[src/rtl/cnn_pkg.sv]
// Shared types for the CNN pixel pipeline (window buffer and conv stage).
// Pixel width, window packing and window-buffer FSM encoding live here.
package cnn_pkg;

    localparam int PIX_W    = 8;
    localparam int WIN_TAPS = 9;
    localparam int WIN_W    = PIX_W * WIN_TAPS;

    typedef logic [PIX_W-1:0] pixel_t;
    typedef logic [WIN_W-1:0] win_t;

    typedef enum logic {
        S_FILL = 1'b0,
        S_RUN  = 1'b1
    } state_t;

endpackage

[src/rtl/line_fifo.sv]
// Shift-enabled delay line: data leaves DEPTH enabled cycles after entry.
// Ports: clk, rst_n, en (advance), data (input word), delayed (output word).
module line_fifo #(
    parameter int DEPTH = 28,
    parameter int WIDTH = 8
) (
    input  logic             clk,
    input  logic             rst_n,
    input  logic             en,
    input  logic [WIDTH-1:0] data,
    output logic [WIDTH-1:0] delayed
);

    localparam int AW = (DEPTH > 1) ? $clog2(DEPTH) : 1;

    logic [WIDTH-1:0] mem [DEPTH];
    logic [AW-1:0]    ptr;

    // The slot about to be overwritten holds the word written DEPTH
    // enables ago, so read-before-write gives the full delay.
    assign delayed = mem[ptr];

    always_ff @(posedge clk or negedge rst_n) begin
        if (!rst_n) begin
            ptr <= '0;
        end else if (en) begin
            ptr <= (ptr == AW'(DEPTH - 1)) ? '0 : ptr + 1'b1;
        end
    end

    // Contents are deliberately not reset.
    always_ff @(posedge clk) begin
        if (en) begin
            mem[ptr] <= data;
        end
    end

endmodule

[src/rtl/window_buffer.sv]
// Raster pixel stream to 3x3 sliding windows (valid region, no padding).
// Ports: clk, rst_n, pix_in/pix_valid/sof in; window/win_valid/frame_done/busy out.
module window_buffer
    import cnn_pkg::*;
#(
    parameter int IMG_W = 28,
    parameter int IMG_H = 28
) (
    input  logic             clk,
    input  logic             rst_n,
    input  logic [PIX_W-1:0] pix_in,
    input  logic             pix_valid,
    input  logic             sof,
    output logic [WIN_W-1:0] window,
    output logic             win_valid,
    output logic             frame_done,
    output logic             busy
);

    localparam int CW = $clog2(IMG_W);
    localparam int RW = $clog2(IMG_H);

    state_t        state;
    logic [CW-1:0] col;
    logic [RW-1:0] row;
    logic [CW-1:0] pcol;
    logic [RW-1:0] prow;
    win_t          taps;
    win_t          shifted;
    pixel_t        lb0_out;
    pixel_t        lb1_out;
    logic          start;
    logic          last_col;
    logic          last_row;
    logic          emit;
    logic          frame_end;

    line_fifo #(
        .DEPTH (IMG_W),
        .WIDTH (PIX_W)
    ) u_lb0 (
        .clk     (clk),
        .rst_n   (rst_n),
        .en      (pix_valid),
        .data    (pix_in),
        .delayed (lb0_out)
    );

    line_fifo #(
        .DEPTH (IMG_W),
        .WIDTH (PIX_W)
    ) u_lb1 (
        .clk     (clk),
        .rst_n   (rst_n),
        .en      (pix_valid),
        .data    (lb0_out),
        .delayed (lb1_out)
    );

    // Position of the pixel on the bus; sof overrides it to (0,0).
    always_comb begin
        start     = pix_valid & sof;
        pcol      = start ? '0 : col;
        prow      = start ? '0 : row;
        last_col  = (pcol == CW'(IMG_W - 1));
        last_row  = (prow == RW'(IMG_H - 1));
        emit      = pix_valid && (prow >= RW'(2)) && (pcol >= CW'(2));
        frame_end = pix_valid && last_col && last_row
                    && (state == S_RUN);
    end

    // Shift the 3x3 window left; new right column is (lb1, lb0, pix).
    always_comb begin
        shifted = '0;
        for (int r = 0; r < 3; r++) begin
            shifted[PIX_W*(3*r)   +: PIX_W] = taps[PIX_W*(3*r+1) +: PIX_W];
            shifted[PIX_W*(3*r+1) +: PIX_W] = taps[PIX_W*(3*r+2) +: PIX_W];
        end
        shifted[PIX_W*2 +: PIX_W] = lb1_out;
        shifted[PIX_W*5 +: PIX_W] = lb0_out;
        shifted[PIX_W*8 +: PIX_W] = pix_in;
    end

    always_ff @(posedge clk or negedge rst_n) begin
        if (!rst_n) begin
            state      <= S_FILL;
            col        <= '0;
            row        <= '0;
            taps       <= '0;
            window     <= '0;
            win_valid  <= 1'b0;
            frame_done <= 1'b0;
            busy       <= 1'b0;
        end else begin
            win_valid  <= emit;
            frame_done <= frame_end;
            if (pix_valid) begin
                taps <= shifted;
                // The output word only changes on a real window, so it
                // stays stable between pulses.
                if (emit) begin
                    window <= shifted;
                end
                busy <= !frame_end;
                col  <= last_col ? '0 : pcol + 1'b1;
                if (last_col) begin
                    row <= last_row ? '0 : prow + 1'b1;
                end else begin
                    row <= prow;
                end
                if (start) begin
                    state <= S_FILL;
                end else begin
                    unique case (state)
                        S_FILL: begin
                            if (prow == RW'(1) && last_col) begin
                                state <= S_RUN;
                            end
                        end
                        S_RUN: begin
                            if (last_row && last_col) begin
                                state <= S_FILL;
                            end
                        end
                    endcase
                end
            end
        end
    end

endmodule

[config.mk]
export PLATFORM = sky130hd
export DESIGN_NAME = window_buffer
export DESIGN_NICKNAME = d
export VERILOG_FILES = /design/src/rtl/cnn_pkg.sv /design/src/rtl/line_fifo.sv /design/src/rtl/window_buffer.sv
export SDC_FILE = /design/constraint.sdc
export NUM_CORES = 1
export LEC_CHECK = 0
export ABC_CLOCK_PERIOD_IN_PS = 5600
export CORE_ASPECT_RATIO = 0.9
export CORE_UTILIZATION = 28
export DETAILED_ROUTE_END_ITERATION = 7
export HOLD_SLACK_MARGIN = 0.06
export PLACE_DENSITY = 0.45
export SLEW_MARGIN = 20
export SYNTH_ARGS = -nofsm -noshare
export SYNTH_HDL_FRONTEND = slang
export SYNTH_HIERARCHICAL = 1
export SYNTH_SLANG_ARGS = --single-unit
[constraint.sdc]
create_clock -name clk -period 5.6 [get_ports clk]
set_input_delay 1.12 -clock clk [delete_from_list [all_inputs] [get_ports clk]]
set_output_delay 1.12 -clock clk [all_outputs]
set_load 0.005 [all_outputs]
; Word level (Yosys, flattened, before mapping)
; Memory sizes are Yosys's and may differ from the RTL's.
; Cells that the tools add are included.
[totals]
reg_bits = 168
mem_bits_rw = 448
memories = 2
output_inout_bits = 75
inputBits = 12
elab_cells = 47
[mem_list]
columns = name, depth, word_bits, read_ports, rd_clocked_by_memory_dff, wr, line
row1 = u_lb0.mem, 28, 8, 1, 0, 1, line_fifo.sv:16  ; logic [WIDTH-1:0] mem [DEPTH];
row2 = u_lb1.mem, 28, 8, 1, 0, 1, line_fifo.sv:16
[classes]
mux = 13
reduce_logical = 9
add_sub_neg = 4
eq_ne = 5
n_lt_le_gt_ge = 2
bitwise = 2
[ops]
columns = operator, count
row1 = $mux W5, 7
row2 = $add A5 B1 Y5 const B, 4
row3 = $eq A5 B5 Y1 const B, 4
row4 = $ge A5 B2 Y1 const B, 2
row5 = $logic_and A1 B1 Y1, 7
row6 = $eq A5 B1 Y1 const B, 1
row7 = $mux W1, 5
row8 = $pmux W1 S2, 1
row9 = $reduce_and A2 Y1, 1
row10 = $and A1 B1 Y1, 1
row11 = $logic_not A1 Y1, 1
row12 = $not A1 Y1, 1

; Logic depth before layout (Yosys ltp)
; Gate-level depths: netlist (run 1).
[logic_depth]
ltp_word = 7
ltp_mapped = 11
mapped_depth_nobuf = 7

; Cells and area by module
; The synthesis (run 1) kept the hierarchy.
[modules_own_cells]
columns = mod, area_per_inst_um2, seq_area_each_um2, cells_each, instances
row1 = line_fifo, 9068.7, 6851.6, 446, 2
row2 = window_buffer, 5579.1, 3353.2, 336, 1

; Least setup slack after synthesis (run 1)
; Ideal clock, no wire load.
[synth_path]
path_type = input to register
from = input port pix_valid
to = register window[47]
arrival_time_ps = 3163
setup_slack_ps = 2309
path_buffers = 5
setup_ps = 128
stages = 11
required_ps = 5472
path_cell_list = clkbuf_1 -> clkbuf_1 -> clkbuf_1 -> nand2_1 -> and2_1 -> ha_1 -> nor2_1 -> a211o_1 -> buf_6 -> buf_12 -> mux2_4
[synth_between]
elab_chain_cells = 6
elab_cells_between_ends = 8
classes_between = order compare (2) / mux (2) / bitwise (1) / reduce/logical (3)
[synth_rtl]
columns = item, line
row1 = start: declaration, window_buffer.sv:12  ; input logic pix_valid,
row2 = $and A1 B1 Y1, window_buffer.sv:62  ; start = pix_valid & sof;
row3 = $mux W5, window_buffer.sv:64  ; prow = start ? '0 : row;
row4 = $ge A5 B2 Y1, window_buffer.sv:67  ; emit = pix_valid && (prow >= RW'(2)) && (pcol >= CW'(2));
row5 = $logic_and A1 B1 Y1 (2 in series), window_buffer.sv:67
row6 = $reduce_and A2 Y1 (no line) (*), -
row7 = end signal: assignment, window_buffer.sv:102  ; window <= shifted;
row8 = end: declaration, window_buffer.sv:14  ; output logic [WIN_W-1:0] window,
; Every way passes the cells marked *; elsewhere a longest branch is shown, timed or not.
; A chain may end at the register's enable or synchronous reset.

; Worst setup path in the final report (run 1)
[layout_path]
from = register u_lb0.ptr[0]
to = memory u_lb1.mem[15][4], data pin
[layout_between]
elab_chain_cells = 1
[layout_rtl]
columns = item, line
row1 = start: declaration, line_fifo.sv:17  ; logic [AW-1:0] ptr;
row2 = start signal: assignment, line_fifo.sv:27  ; ptr <= (ptr == AW'(DEPTH - 1)) ? '0 : ptr + 1'b1;
row3 = $mem_v2 Z28 W8, -
row4 = named net lb0_out[4], window_buffer.sv:30  ; pixel_t lb0_out;
row5 = end: declaration, line_fifo.sv:16
; The timed path passes the listed nets, and every way through them passes these cells.

==> impl_results.md, run 1 <==
- Outcome: finished, final reports clean
- Setup crit end kind: register
- Post-Synth XOR/XNOR Area: 0.148%
- YS warnings: 6
- Ys flop type: edfxtp_1
- Number of synthesized flops with an enable pin: between 400 and 500
- Via count: 11,700
- Routed WL: between 50 and 60 mm
- Slew Limit Fails: 0
- GRT Overall Usage: 12.9%
- Final-layout fill cell count: about 8,000
- Die W: 309 um
- Core area: about 0.083 sq mm
- Drt initial violations: 842
- Clock Sinks: between 500 and 600
- Mux contribution to synthesized area: around 18%
- CP Launch Type: register
- Num CTS Buffers: approximately 60
- Drt pass-1 iters: 5
- Hold Buf Count CTS: 0
- Row Count: 100
- Post-Synth Simple-Gate Area: 4.09%
- CTS Buffer Depth: 3
- Synth Area in Adders: less than 1%
- Fmax: 288 MHz
- Synth Area in Compound Gates: approximately 2.7%
- Vias in the first global route: about 12,000
- Total negative slack: 0 ps
- Post-CTS setup buffers: 0
- HP Class: input port to asynchronous set/reset pin
- CP max FO: 20
- RSZ-0062 raised after global routing: false
- Leakage: about 9.6 nW
- Die Ht: 278 um
- Clk Latency, worst-skew pair: slightly above 600 ps
- Syn Nets: between 1,000 and 1,500
- CTS resizes: 0
- Synth Area per Inst: just under 20 sq um
- Hold_ws: around 470 ps
- Register area share after synthesis: about 72%
- Dpl hpwl: about 33 mm
- Top-area cell type share of the netlist area: between 50% and 60%
- Design area: roughly 0.028 sq mm
- Share of layout cells above drive strength 1: between 20 and 25%
- MaxCap Viol Count: 0
- I/O pins: 87
- Worst slew margin: ~28%
- CP Class: register to register
- Minimum clock period: 3480 ps
- Arrival time worst endpoint: approximately 3800 ps
- Synth top area cells: edfxtp_1, dfrtp_1, mux4_2
- Synth unique cells: 56
- Layout area overhead: 16.4%
- Cell Area, Synth: about 0.024 sq mm
- Vias per inst: roughly 4.7
- Largest net degree at the start of global routing: 83
- Reg clk slew, reported paths: about 60 ps
- CTS tree: yes
- Starting Density: between 20 and 30%
- Crit path required time: 5910 ps
- Hold Fails Final Rpt: 0
- Slew @ Worst Pin: around 1100 ps
- Final setup vio count: 0
- DRC: 0
- Initial antenna violation count: 2
- DP Area: roughly 0.026 sq mm
- Area leader, netlist: edfxtp_1
- Cells after Synth: 1,228
- Aggregate global routing overflow: 0
- Post-synth ARST share: 24.3%
- WL per Instance: around 22 um
- Final period util: slightly above 60%
- H-tree lvl count: 2
- Antenna Nets Post-Route: 0
- Final net count: around 1,400
- Routability congestion estimate: 0.743
- Die Area: 0.0859 sq mm
- Root Driver: clkbuf_16
- First-pass GRT wire length: 83.2 mm
- I/O Buffers: 86
- P per Cell Area: a little over 500 mW/mm^2
- Maximum vdd drop: around 320 uV
- Flops & latches, synth: roughly 590
- Main combinational cell family by area after synthesis: multiplexers
- Final Skew: between 20 and 30 ps
## power breakdown
group	internal, mW	leakage (nW)	switching (mW)
registers	5.89	5.78	0.553
logic	1.83	2.87	2.13
clock network	2.16	0.912	1.67
## cell type report
type | count | area (sq um) | area share [%]
Antenna cell | 1 | 2.50 | 0.00906
Clock buffer | 81 | 1620 | 5.86
Clock inverter | 29 | 246 | 0.893
Inverter | 17 | 63.8 | 0.231
Multi-Input combinational cell | 553 | 6110 | 22.1
Sequential cell | 592 | 17100 | 61.8
Tap cell | 1122 | 1400 | 5.08
Timing Repair Buffer | 113 | 1110 | 4.01
## cell usage in the layout (no fill, tap or decap), drive strengths merged, types with 10 or more instances in the layout
cell type,instances
nand4,13
clkinv,21
nor2,71
nand3b,12
clkbuf,81
a31oi,10
mux2i,17
a22oi,26
inv,18
nand2,56
dfrtp,144
ha,12
mux2,122
edfxtp,448
o21ai,16
mux4,104
buf,30
clkdlybuf4s50,83
## layer usage
metal  GRT usage (%)  wire [um]
met1            18.4      25500
met2            20.3      26000
met3            2.33       2340
met4            3.23       1160
met5               0          0
## worst paths after layout
| path | slack [ps] | startpoint | depth (start not counted) | endpoint |
|---|---|---|---|---|
| min reg2reg | 500 | taps[32] | 1 | window[24] |
| min | 470 | rst_n | 1 | window[55] |
| max | 2120 | u_lb0/ptr[0] | 5 | u_lb1/mem[15][4] |
| min in group clk | 500 | taps[32] | 1 | window[24] |
| max in group asynchronous | 3880 | rst_n | 2 | taps[12] |
| max reg2reg | 2120 | u_lb0/ptr[0] | 5 | u_lb1/mem[15][4] |
## cells in the mapped netlist (7+ instances only)
master and n:
edfxtp_1 448, dfrtp_1 144, nor2_1 71, mux2_4 69, mux4_2 68, nand2_1 56
mux2_2 53, mux4_1 36, a22oi_1 26, buf_2 19, clkbuf_1 19, mux2i_1 17
o21ai_0 16, inv_1 15, nand4_1 13, ha_1 12, nand3b_1 12, buf_12 11
a31oi_1 10, buf_4 10, and2_1 9, nor2b_1 9, nand3_1 7
## per-stage QoR
stage	setup slack, ps	util [%]	cells	total power, mW
floorplan	2310	-	1228	8.66
finish	2120	33.1	2508	14.2
detailed placement	1630	30.9	2397	10.6
global placement	1620	30.9	2397	10.6
global route	1900	33.1	2507	14.9
CTS	2050	33.1	2507	14.5
## worst max-delay path: stages (launching register included)
cell and delay (ps):
dfrtp_2 810, mux4_1 710, a22o_1 300, nand2_1 80
nand4_1 710, buf_4 510
## sequential cells by signal, indices dropped and copies added (netlist names)
name / flops
busy: 1
state: 1
u_lb0/ptr: 5
u_lb1/mem: 224
u_lb0/mem: 224
taps: 48
frame_done: 1
col: 5
win_valid: 1
u_lb1/ptr: 5
window: 72
row: 5
## cell families (layout without fill, tap and decap cells)
group           count (synthesis)  in the layout
flops                         592            592
mux                           243            243
simple gates                  202            202
compound gates                 92             92
buf+inv                        83            240
fa+ha+maj                      12             12
xor+xnor                        4              4
other cells                     0              1
Note: power is estimated with default switching activity, not from simulation.
==> run 2: changes to the inputs <==
- ABC_CLOCK_PERIOD_IN_PS: 5600 -> 3600
- clock period: 5.6 -> 3.6 ns (I/O delays scaled with it)
==> impl_results.md, run 2 (synthesized netlist as in run 1, its figures left out) <==
- Multi-input gate area: 0.00611 sq mm (unchanged)
- Clk Latency, worst-skew pair: 620 ps (about the same)
- ANT cells: 0 (was 1)
- Final Skew: 19.0 ps (was 26.7 ps)
- Final setup vio count: 0 (unchanged)
- Layout area overhead: 18.3% (was 16.4%)
- Slowest CP cell: dfrtp_2 (unchanged)
- Outcome: finished, final reports clean (unchanged)
- Reg clk slew, reported paths: 70 ps (was 60 ps)
- Die Ht: 278 um (unchanged)
- Post-CTS setup buffers: 0 (unchanged)
- Worst slew margin: 31.5% (was 28.0%)
- Critical path, cell by cell: buf_4 -> mux4_2 -> a22oi_1 -> nand3b_1 -> buf_4 -> mux2_4 (was mux4_1 -> a22o_1 -> nand2_1 -> nand4_1 -> buf_4)
- Largest net degree at the start of global routing: 77 (was 83)
- Num CTS Buffers: 59 (unchanged)
- R2r setup slk: 790 ps (was 2120 ps)
- Via count: 11,700 (about the same)
- RSZ-0062 raised after global routing: false (unchanged)
- Core area: 0.0833 sq mm (unchanged)
- First-pass GRT wire length: 83.1 mm (was 83.2 mm)
- P per Cell Area: 791 mW/mm^2 (was 515 mW/mm^2)
- Dpl hpwl: 33.9 mm (was 33.3 mm)
- Design area: 0.0281 sq mm (was 0.0276 sq mm)
- Drt pass-1 iters: 5 (unchanged)
- Arrival time worst endpoint: 3300 ps (was 3790 ps)
- DRC: 0 (unchanged)
- I/O pins: 87 (unchanged)
- CTS tree: yes (unchanged)
- Sequential Power Share: 45.0% (was 45.3%)
- Commonest cells after routing, fill and taps aside: edfxtp_1, dfrtp_1, clkdlybuf4s50_1 (unchanged)
- Internal power: 15.5 mW (was 9.87 mW)
- CP Launch Type: register (unchanged)
- CP dominant cell by count: buf_4
- Setup crit end kind: register (unchanged)
- Row Count: 100 (unchanged)
- Aggregate global routing overflow: 0 (unchanged)
- Minimum clock period: 2810 ps (was 3480 ps)
- Final Non-Filler Cells: 2,556 (was 2,508)
- Routed WL: 54.9 mm (was 55.0 mm)
- Antenna Nets Post-Route: 0 (unchanged)
- Leakage: 9.85 nW (was 9.57 nW)
- I/O Buffers: 86 (unchanged)
- Net Sw Power: 6.70 mW (was 4.36 mW)
- GRT Overall Usage: 13.0% (was 12.9%)
- Initial antenna violation count: 1 (was 2)
- Commonest non-fill, non-tap cell in the layout: edfxtp_1 (unchanged)
- Die Area: 0.0859 sq mm (unchanged)
- Slew @ Worst Pin: 1030 ps (was 1080 ps)
- CTS Buffer Depth: 3 (unchanged)
- Largest regs: u_lb0/mem (224), u_lb1/mem (224), window (72) (unchanged)
- Hold_ws: 170 ps (was 469 ps)
- Starting Density: 28.5% (unchanged)
- Slew Limit Fails: 0 (unchanged)
- Maximum vdd drop: 438 uV (was 316 uV)
- Clk pwr share: 26.5% (was 26.9%)
- CP Class: register to register (unchanged)
- Hold Buf Count CTS: 0 (unchanged)
- CTS resizes: 0 (unchanged)
- Final net count: 1,411 (was 1,360)
- Post-Place Cells: 2,448 (was 2,397)
- Die W: 309 um (unchanged)
- H-tree lvl count: 2 (unchanged)
- Clock Sinks: 592 (unchanged)
- HP Class: input port to asynchronous set/reset pin (unchanged)
- DP Area: 0.0262 sq mm (was 0.0257 sq mm)
- Hold Fails Final Rpt: 0 (unchanged)
- Final-layout fill cell count: 8,012 (was 7,993)
- Routability congestion estimate: 0.730 (was 0.743)
- Share of layout cells above drive strength 1: 25.4% (was 23.2%)
- Register area: 0.0171 sq mm (unchanged)
- Fmax: 356 MHz (was 288 MHz)
- CP max FO: 30 (was 20)
- Switching share of power: 30.2% (was 30.6%)
- Vias per inst: 4.57 (was 4.65)
- Crit path required time: 4090 ps (was 5910 ps)
- Drt initial violations: 922 (was 842)
- MaxCap Viol Count: 0 (unchanged)
- WL per Instance: 21.5 um (was 21.9 um)
- Vias in the first global route: 12,200 (about the same)
- Root Driver: clkbuf_16 (unchanged)
- Comb pwr share: 28.5% (was 27.8%)
- Total negative slack: 0 ps (unchanged)
- Final period util: 78.1% (was 62.1%)
- Crit path largest cell delay: 780 ps (was 810 ps)
==> run 2: worst paths after layout <==
path	start	to	cells past startpoint
min in group clk	taps[11]	window[3]	1
min reg2reg	taps[11]	window[3]	1
min	rst_n	taps[70]	1
max in group asynchronous	rst_n	window[19]	2
max reg2reg	u_lb0/ptr[1]	window[42]	6
max	u_lb0/ptr[1]	window[42]	6
==> run 2: layout make-up <==
type	instances	share of cell area, %
clock inverter	17	0.343
multi-input combinational	553	21.8
inverter	17	0.227
timing repair buffer	164	5.60
tap	1122	5.00
sequential	592	60.8
clock buffer	91	6.24
==> run 2: power groups by stage <==
stage	logic, mW	clock network (mW)	registers, mW
after global routing	6.86	6.32	10.1
after global placement	6.40	0	10.1
after floorplan	3.75	0	9.72
after detailed placement	6.49	0	10.1
after CTS	6.51	6.06	10.0
final	6.33	5.89	9.98
==> run 2: per-stage QoR <==
stage / setup slack [ps] / utilization [%] / power, mW
detailed placement: 612 / 31.4 / 16.6
global placement: 604 / 31.4 / 16.5
floorplan: 709 / - / 13.5
CTS: 672 / 33.7 / 22.6
finish: 790 / 33.7 / 22.2
global route: 596 / 33.7 / 23.3
==> run 2: layer usage <==
metal / vias up / wire length [um] / GRT usage, %
li1: 5200 / - / -
met1: 6186 / 25700 / 18.4
met2: 218 / 25700 / 20.2
met3: 68 / 2290 / 2.43
met4: 0 / 1200 / 3.53
met5: - / 0 / 0
==> run 2: worst max-delay path: cells and delay by family (launching register included) <==
kind / cells / cell delay [ps]
AOI/OAI and AO/OA: 1 / 420
muxes: 2 / 670
buffers and inverters: 2 / 660
and+or+nand+nor: 1 / 130
DFF: 1 / 780
